$ cat src/rtl/hazard_ctrl_pkg.sv
// Shared definitions for the hazard controller.
// The MDU FSM encodings and the x0 register index are kept here so that
// the top and the source-match sub-module use the same values.
package hazard_ctrl_pkg;

  // Width of the MDU latency down-counter
  localparam int unsigned CNT_W = 5;

  // MDU FSM state encodings
  localparam logic [1:0] S_IDLE = 2'd0;
  localparam logic [1:0] S_BUSY = 2'd1;
  localparam logic [1:0] S_WB   = 2'd2;

  // Hard-wired zero register
  localparam logic [4:0] REG_X0 = 5'd0;

endpackage

$ cat src/rtl/hazard_ctrl_src_match.sv
// src_match: checks whether either source operand of the ID instruction
// reads a candidate destination register. x0 never matches, because
// writes to x0 are discarded and cannot create a dependency.
//   rs1, rs2         ID source registers
//   use_rs1, use_rs2 the ID instruction actually reads that source
//   rd               candidate producer destination
//   hit              some used source equals rd, and rd is not x0
module src_match
  import hazard_ctrl_pkg::*;
(
  input  logic [4:0] rs1,
  input  logic [4:0] rs2,
  input  logic       use_rs1,
  input  logic       use_rs2,
  input  logic [4:0] rd,
  output logic       hit
);

  assign hit = (rd != REG_X0) &&
               ((use_rs1 && (rs1 == rd)) || (use_rs2 && (rs2 == rd)));

endmodule

$ cat src/rtl/hazard_ctrl.sv
// hazard_ctrl: stall/flush controller for the 5-stage RV32 pipeline.
// It resolves load-use hazards, branch redirects and hazards against a
// fixed-latency MDU that writes back out of order. It tracks the MDU's
// pending destination and takes the register-file write port for the
// MDU write-back cycle by freezing the whole pipeline.
//   clk, rstn                  core clock, async active-low reset
//   id_rs1/id_rs2/id_use_rs*   ID-stage sources and their use flags
//   id_rd/id_RegWrite          ID-stage destination and write enable
//   id_is_mdu                  ID instruction is an MDU operation
//   IDEX_MemRead/IDEX_rd       EX-stage load flag and destination
//   ex_mdu_issue               EX-stage MDU operation issuing
//   ex_br_taken                EX-stage PC redirect
//   stall_pc/stall_ifid        hold PC and IF/ID
//   flush_ifid/flush_idex      squash IF/ID, insert ID/EX bubble
//   freeze                     hold every pipeline register this cycle
//   mdu_busy/mdu_wb/mdu_rd     MDU status, write-back strobe, destination
module hazard_ctrl
  import hazard_ctrl_pkg::*;
#(
  parameter int unsigned MDU_LAT = 8
) (
  input  logic       clk,
  input  logic       rstn,
  input  logic [4:0] id_rs1,
  input  logic [4:0] id_rs2,
  input  logic       id_use_rs1,
  input  logic       id_use_rs2,
  input  logic [4:0] id_rd,
  input  logic       id_RegWrite,
  input  logic       id_is_mdu,
  input  logic       IDEX_MemRead,
  input  logic [4:0] IDEX_rd,
  input  logic       ex_mdu_issue,
  input  logic       ex_br_taken,
  output logic       stall_pc,
  output logic       stall_ifid,
  output logic       flush_ifid,
  output logic       flush_idex,
  output logic       freeze,
  output logic       mdu_busy,
  output logic       mdu_wb,
  output logic [4:0] mdu_rd
);

  logic [1:0]       state;
  logic [CNT_W-1:0] cnt;

  logic lu_src_hit;
  logic mdu_src_hit;
  logic pend;
  logic mdu_hit;
  logic mdu_struct;
  logic lu_hit;
  logic hold;

  // Counter holds BUSY cycles remaining minus one, so BUSY spans
  // MDU_LAT-1 cycles and WB lands exactly MDU_LAT cycles after issue.
  always_ff @(posedge clk or negedge rstn) begin
    if (!rstn) begin
      state  <= S_IDLE;
      cnt    <= '0;
      mdu_rd <= REG_X0;
    end else begin
      case (state)
        S_IDLE: begin
          if (ex_mdu_issue && !freeze) begin
            state  <= S_BUSY;
            cnt    <= CNT_W'(MDU_LAT - 2);
            mdu_rd <= IDEX_rd;
          end
        end
        S_BUSY: begin
          if (cnt == '0) state <= S_WB;
          else           cnt   <= cnt - 1'b1;
        end
        S_WB:    state <= S_IDLE;
        default: state <= S_IDLE;
      endcase
    end
  end

  assign mdu_busy = (state != S_IDLE);
  assign mdu_wb   = (state == S_WB) && (mdu_rd != REG_X0);
  assign freeze   = mdu_wb;

  src_match u_lu_match (
    .rs1     (id_rs1),
    .rs2     (id_rs2),
    .use_rs1 (id_use_rs1),
    .use_rs2 (id_use_rs2),
    .rd      (IDEX_rd),
    .hit     (lu_src_hit)
  );

  src_match u_mdu_match (
    .rs1     (id_rs1),
    .rs2     (id_rs2),
    .use_rs1 (id_use_rs1),
    .use_rs2 (id_use_rs2),
    .rd      (mdu_rd),
    .hit     (mdu_src_hit)
  );

  assign pend       = mdu_busy && (mdu_rd != REG_X0);
  // WAW is included so a younger write cannot be overtaken by the MDU result
  assign mdu_hit    = pend && (mdu_src_hit || (id_RegWrite && (id_rd == mdu_rd)));
  assign mdu_struct = id_is_mdu && mdu_busy;
  assign lu_hit     = IDEX_MemRead && lu_src_hit;
  assign hold       = lu_hit || mdu_hit || mdu_struct;

  // Freeze outranks a redirect: the branch stays in EX and reasserts next cycle.
  always_comb begin
    stall_pc   = 1'b0;
    stall_ifid = 1'b0;
    flush_ifid = 1'b0;
    flush_idex = 1'b0;
    if (freeze) begin
      stall_pc   = 1'b1;
      stall_ifid = 1'b1;
    end else if (ex_br_taken) begin
      flush_ifid = 1'b1;
      flush_idex = 1'b1;
    end else if (hold) begin
      stall_pc   = 1'b1;
      stall_ifid = 1'b1;
      flush_idex = 1'b1;
    end
  end

endmodule

$ cat config.mk
export PLATFORM = sky130hd
export DESIGN_NAME = hazard_ctrl
export DESIGN_NICKNAME = d
export VERILOG_FILES = /design/src/rtl/hazard_ctrl_pkg.sv /design/src/rtl/hazard_ctrl_src_match.sv /design/src/rtl/hazard_ctrl.sv
export SDC_FILE = /design/constraint.sdc
export NUM_CORES = 1
export LEC_CHECK = 0
export ABC_AREA = 1
export BUFFER_PORTS_ARGS = -buffer_cell sky130_fd_sc_hd__buf_4
export CAP_MARGIN = 20
export CORE_AREA = 2 2 40 79
export CTS_CLUSTER_SIZE = 30
export DETAILED_ROUTE_END_ITERATION = 8
export DIE_AREA = 0 0 42 81
export PLACE_DENSITY = 0.62
export SLEW_MARGIN = 20
export SYNTH_ARGS = -nofsm -noshare
export SYNTH_HDL_FRONTEND = slang
export SYNTH_SLANG_ARGS = --single-unit
$ cat constraint.sdc
create_clock -name clk -period 2.1 [get_ports clk]
set_input_delay 0.105 -clock clk [delete_from_list [all_inputs] [get_ports clk]]
set_output_delay 0.105 -clock clk [all_outputs]
set_load 0.03 [all_outputs]
; Word level (Yosys, flattened, before mapping)
; Cells that the tools add are included.
[word_totals]
regBits = 12
input_bits = 29
out_inout_bits = 12
wordCells = 55
[op_classes]
addsub = 1
n_eq_ne = 10
n_mux = 13
reduce_logical = 28
[ops]
columns = cell, count
row1 = equality test 5 bit, 5
row2 = logical AND 1 bit, 13
row3 = 2-to-1 mux 5 bit, 2
row4 = case mux 5 bit (2 select lines), 1
row5 = nonzero test 5 bit, 2
row6 = 2-to-1 mux 1 bit, 7
row7 = inequality test 2 bit (second input constant), 3
row8 = logical NOT 5 bit, 1
row9 = logical OR 1 bit, 5
row10 = subtractor 5 x 1 -> 5 bit (second input constant), 1
row11 = 2-to-1 mux 2 bit, 2
row12 = case mux 2 bit (2 select lines), 1
row13 = AND reduction 2 bit, 2
row14 = nonzero test 2 bit, 2
row15 = AND reduction 3 bit, 1
row16 = equality test 2 x 1 -> 1 bit (second input constant), 1
row17 = equality test 2 bit (second input constant), 1
row18 = logical NOT 2 bit, 1
row19 = logical NOT 1 bit, 1

; Longest topological paths before layout
[depth]
depth_word = 11
mapped_depth = 11
mapped_depth_nobuf = 10

; Hierarchy
; Synthesis repeated with hierarchy kept, for this count alone.
[unflattened]
cells_unflattened = 210
area_unflattened_um2 = 1166.1
[modules_own_cells]
columns = module, n_inst, cells_each, area_each_um2, seq_area_each_um2
row1 = hazard_ctrl, 1, 108, 760.7, 300.3
row2 = src_match, 2, 51, 202.7, 0.0

; Worst setup path before layout
; Ideal clock, no wire load.
[synth_path]
path_type = register to output
start = register mdu_rd[3]
end = output port flush_idex
arrival_ns = 1.740
t_required_ns = 1.995
slack_ns = 0.255
stages_incl_launch_ff = 8
path_buffers = 0
cell_sequence = dfrtp_1 -> nor3_1 -> nand3_1 -> nand3_1 -> inv_1 -> nor2_2 -> inv_1 -> nand2_1
[synth_via]
elab_cells_between_ends = 18
cone_classes = eq/ne (3) / mux (3) / reduce/logical (12)
[synth_rtl]
columns = item, line_no
row1 = from (decl), hazard_ctrl.sv:42  ; output logic [4:0] mdu_rd
row2 = from (signal assigned), hazard_ctrl.sv:69  ; mdu_rd <= IDEX_rd;
row3 = nonzero test 5 bit, hazard_ctrl.sv:83  ; assign mdu_wb = (state == S_WB) && (mdu_rd != REG_X0);
row4 = logical AND 1 bit, hazard_ctrl.sv:83
row5 = via freeze, hazard_ctrl.sv:39  ; output logic freeze,
row6 = 2-to-1 mux 1 bit, hazard_ctrl.sv:117  ; if (freeze) begin
row7 = to (decl), hazard_ctrl.sv:38  ; output logic flush_idex,
; The timed path passes the listed nets, and every way through them passes these cells.

; Worst setup path in the final report
[layout_path]
start = register mdu_rd[3]
end = output port stall_ifid
[layout_via]
elab_chain_cells = 11
elab_cells_between_ends = 18
cone_classes = eq/ne (3) / mux (3) / reduce/logical (12)
[layout_rtl]
columns = item, line_no
row1 = equality test 5 bit, hazard_ctrl_src_match.sv:20  ; ((use_rs1 && (rs1 == rd)) || (use_rs2 && (rs2 == rd)));
row2 = logical AND 1 bit, hazard_ctrl_src_match.sv:20
row3 = logical OR 1 bit, hazard_ctrl_src_match.sv:20
row4 = logical AND 1 bit, hazard_ctrl_src_match.sv:19  ; assign hit = (rd != REG_X0) &&
row5 = logical OR 1 bit, hazard_ctrl.sv:106  ; assign mdu_hit = pend && (mdu_src_hit || (id_RegWrite && (id_rd == mdu_rd)));
row6 = logical AND 1 bit, hazard_ctrl.sv:106
row7 = logical OR 1 bit (2 in series), hazard_ctrl.sv:109  ; assign hold = lu_hit || mdu_hit || mdu_struct;
row8 = 2-to-1 mux 1 bit, hazard_ctrl.sv:123  ; end else if (hold) begin
row9 = 2-to-1 mux 1 bit, hazard_ctrl.sv:120  ; end else if (ex_br_taken) begin
row10 = 2-to-1 mux 1 bit (*), hazard_ctrl.sv:117
row11 = to (decl), hazard_ctrl.sv:36  ; output logic stall_ifid,
; Mark *: on every way between the ends. The rest lies on a longest branch, timed or not.

==> impl_metrics.py <==
metrics = {
    "grt": {
        "overflow": 0,
        "track_usage": 0.1805,
        "antenna_found_initial": 0,
        "grt_max_degree": 15,
        "grt_pass1_wl_um": 4836,
        "grt_pass1_vias": 1075,
    },
    "synth": {
        "avgSynthCellArea_sq_um": 5.902,
        "synthesis.area_sq_um": 1086,
        "ys_warn_count": 0,
        "synthArstFlopShare": 1.000,
        "yosysMostFrequentCell": "nand2_1",
        "synth_ff_type": "dfrtp_1",
        "synthCells": 184,
        "syn-num-nets": 215,
        "ys_top_cells_by_area": "dfrtp_1 28%, nand2_1 24%, nor2_1 7.6%",
        "synth-edff-count": 0,
        "ys_seq_area_frac": 0.2765,
        "yosysTopAreaCell": "dfrtp_1",
        "synth-seq-cells": 12,
        "synth_commonest_cells": "68 x nand2_1, 22 x nor2_1, 20 x inv_1, 12 x dfrtp_1, 12 x nand3_1",
        "synth_cell_types": 22,
        "synth_top_area_share": 0.2765,
    },
    "drt": {
        "drcViolationCount": 0,
        "wl_um": 2818,
        "first_iter_violations": 16,
        "routedWlPerCell_um": 11.01,
        "via_count": 1191,
        "viasPerCell": 4.652,
        "drtPass1Iterations": 4,
        "drt.antenna.violating_nets": 0,
    },
    "timing": {
        "period_share": 0.8703,
        "fmax_ghz": 0.5472,
        "relSlewSlack": 0.7976,
        "worst_slew_pin_slew_ns": 0.3036,
        "slew_viol_final": 0,
        "period_needed_ns": 1.828,
        "setup_violations": 0,
        "rsz0062_at_grt": "no",
        "setup_ws_ns": 0.2724,
        "setup_tns_ns": 0,
        "fin_worst_skew_ns": 0.0006800,
        "finalHoldViolCount": 0,
    },
    "placed_design": {
        "place.gp.congestion": 0.8552,
        "post-place-ws_ns": 0.5584,
        "dpl.hpwl_um": 2345,
        "io_buffers": 40,
        "dp.cells": 251,
    },
    "layout": {
        "seq_area_sq_um": 300.3,
        "drive_above_1_share": 0.2876,
        "finalCoreUtilization": 0.5176,
        "multi_input_area_sq_um": 649.4,
        "area_delta_synth_final_pct": 35.25,
        "fin_nets": 258,
        "fillCellCount": 292,
        "diodes": 0,
        "final_cells": 256,
    },
    "floorplan": {
        "rows": 28,
        "dieWidth_um": 42,
        "die_h_um": 81,
        "io_pins": 41,
        "initial_core_util": 0.3827,
        "die_area_sq_um": 3402,
        "core_sq_um": 2838,
    },
    "critical_path": {
        "start_kind": "flip-flop",
        "critPathLaunch": "mdu_rd[3]",
        "crit_fanout": 6,
        "cp.required_ns": 2.00,
        "worstSetupPathType": "reg2out",
        "endpoint_kind": "primary output",
        "cp_top_family": "simple AND/OR/NAND/NOR gates",
        "crit_path_frequent_cell": "nand2_1",
        "worstReg2RegStart": "cnt[0]",
        "cp.arrival_ns": 1.72,
        "worstPathCellList": "inv_2 -> nand2_1 -> nand2_1 -> nor2_1 -> nand3_1 -> nand3_1 -> nand2_1 -> nand2_1 -> nand2_1 -> nand2_1 -> buf_4",
        "cp_num_buf_inv": 2,
        "critPathSlowestCell": "dfrtp_1",
        "critPathMaxStageDelay_ns": 0.51,
    },
    "status": {
        "status": "finished clean",
    },
    "cts": {
        "clock_path_buffers": 2,
        "cts_root_buf": "clkbuf_8",
        "cts_tree": "done",
        "cts_resized": 0,
        "clk_pin_slew_worst_paths_ns": 0.05,
        "cts_sinks": 12,
        "cts_setup_buffers": 0,
        "htreeDepth": 1,
        "numCtsBuffers": 3,
        "insertion_delay_ns": 0.24,
    },
    "flow_run": {
        "max_cap_violations": 0,
    },
    "pwr": {
        "cellPowerDensity_nw_per_um2": 1119,
        "p_total_w": 0.001644,
        "power_leakage_nw": 0.8837,
        "ir_drop_mv": 0.6945,
    },
    "worst_hold_path": {
        "min_from": "IDEX_rd[4]",
        "hp-class": "in2reg",
    },
}
==> state kept, by name (all words and copies together) (netlist names) <==
signal and count:
cnt 5, state 2, mdu_rd 5
==> final timing paths <==
| check | to | slack, ns | cells after the start |
|---|---|---|---|
| max in group asynchronous | mdu_rd[3] | 1.70 | 2 |
| hold reg to reg | cnt[0] | 0.52 | 1 |
| setup / recovery | stall_ifid | 0.27 | 11 |
| hold / removal | mdu_rd[4] | 0.15 | 3 |
| min in group asynchronous | mdu_rd[0] | 0.25 | 2 |
| setup reg to reg | cnt[4] | 0.65 | 10 |
==> area by class of cell <==
type	instances	share of cell area
clock buffers	4	0.03748
inverters	31	0.07922
multi-input cells	138	0.4421
flip-flops and latches	12	0.2044
well taps	30	0.02555
repair buffers	41	0.2112
==> report_power, final <==
part | total (W) | switching [W] | leakage (nW) | internal (W)
Combinational | 0.000927 | 0.000579 | 0.708 | 0.000348
Sequential | 0.000468 | 0.000137 | 0.147 | 0.000331
Clock | 0.000250 | 0.0000842 | 0.0288 | 0.000166
==> placed cells by master, fill, tap and decap left out <==
cell type / netlist / layout
xor2_1: 3 / 3
nor2_2: 2 / 2
buf_4: 2 / 40
ha_1: 2 / 2
nand3_1: 12 / 12
nand2_2: 2 / 2
o21ai_1: 10 / 10
a21oi_2: 1 / 1
nand4_1: 1 / 1
a31oi_1: 1 / 1
nand3b_1: 1 / 1
dfrtp_1: 12 / 12
clkbuf_8: 0 / 4
inv_2: 11 / 11
nor2_1: 22 / 22
nor2_4: 2 / 2
o21ai_0: 3 / 3
nand2_4: 3 / 3
dlygate4sd3_1: 0 / 1
nor3_1: 3 / 3
inv_1: 20 / 20
a21oi_1: 2 / 2
nand2_1: 68 / 68
==> per-stage QoR <==
| step | area [sq um] | hold WS, ns |
|---|---|---|
| after floorplan | 1086 | -0.1906 |
| after global placement | 1404 | -0.04705 |
| after detailed placement | 1404 | -0.04879 |
| after CTS | 1469 | 0.1503 |
| after global routing | 1469 | 0.1805 |
| final | 1469 | 0.1520 |
==> cells by family (layout without fill, tap and decap cells) <==
| kind of cell | after synthesis | count (layout) | synth area share |
|---|---|---|---|
| fa+ha+maj | 2 | 2 | 0.02304 |
| compound gates | 17 | 17 | 0.08295 |
| xor+xnor | 3 | 3 | 0.02420 |
| flops | 12 | 12 | 0.2765 |
| simple gates | 116 | 116 | 0.4677 |
| buf+inv | 34 | 76 | 0.1256 |
==> metal layers <==
| metal | vias up | wire length [um] | GRT usage | part of all wire |
|---|---|---|---|---|
| met5 | - | 0 | 0 | 0 |
| met3 | 5 | 184 | 0.02889 | 0.065 |
| li1 | 643 | - | - | - |
| met1 | 502 | 1233 | 0.2241 | 0.44 |
| met2 | 41 | 1372 | 0.3188 | 0.49 |
| met4 | 0 | 27 | 0.04839 | 0.0096 |
==> worst register-to-register path, delay by kind of cell (launching register included) <==
kind                       cells  cell delay, ns
and+or+nand+nor                7            0.62
DFF                            1            0.39
buffers and inverters          1            0.08
AOI/OAI and AO/OA              1            0.03
adders and majority gates      1            0.20
==> timing repair <==
item / CTS / global route
setup endpoints to repair: 0 / 0
hold buffers: 1 / 0
endpoints found under the hold margin: 12 / 0
(Power assumes the default switching activity.)
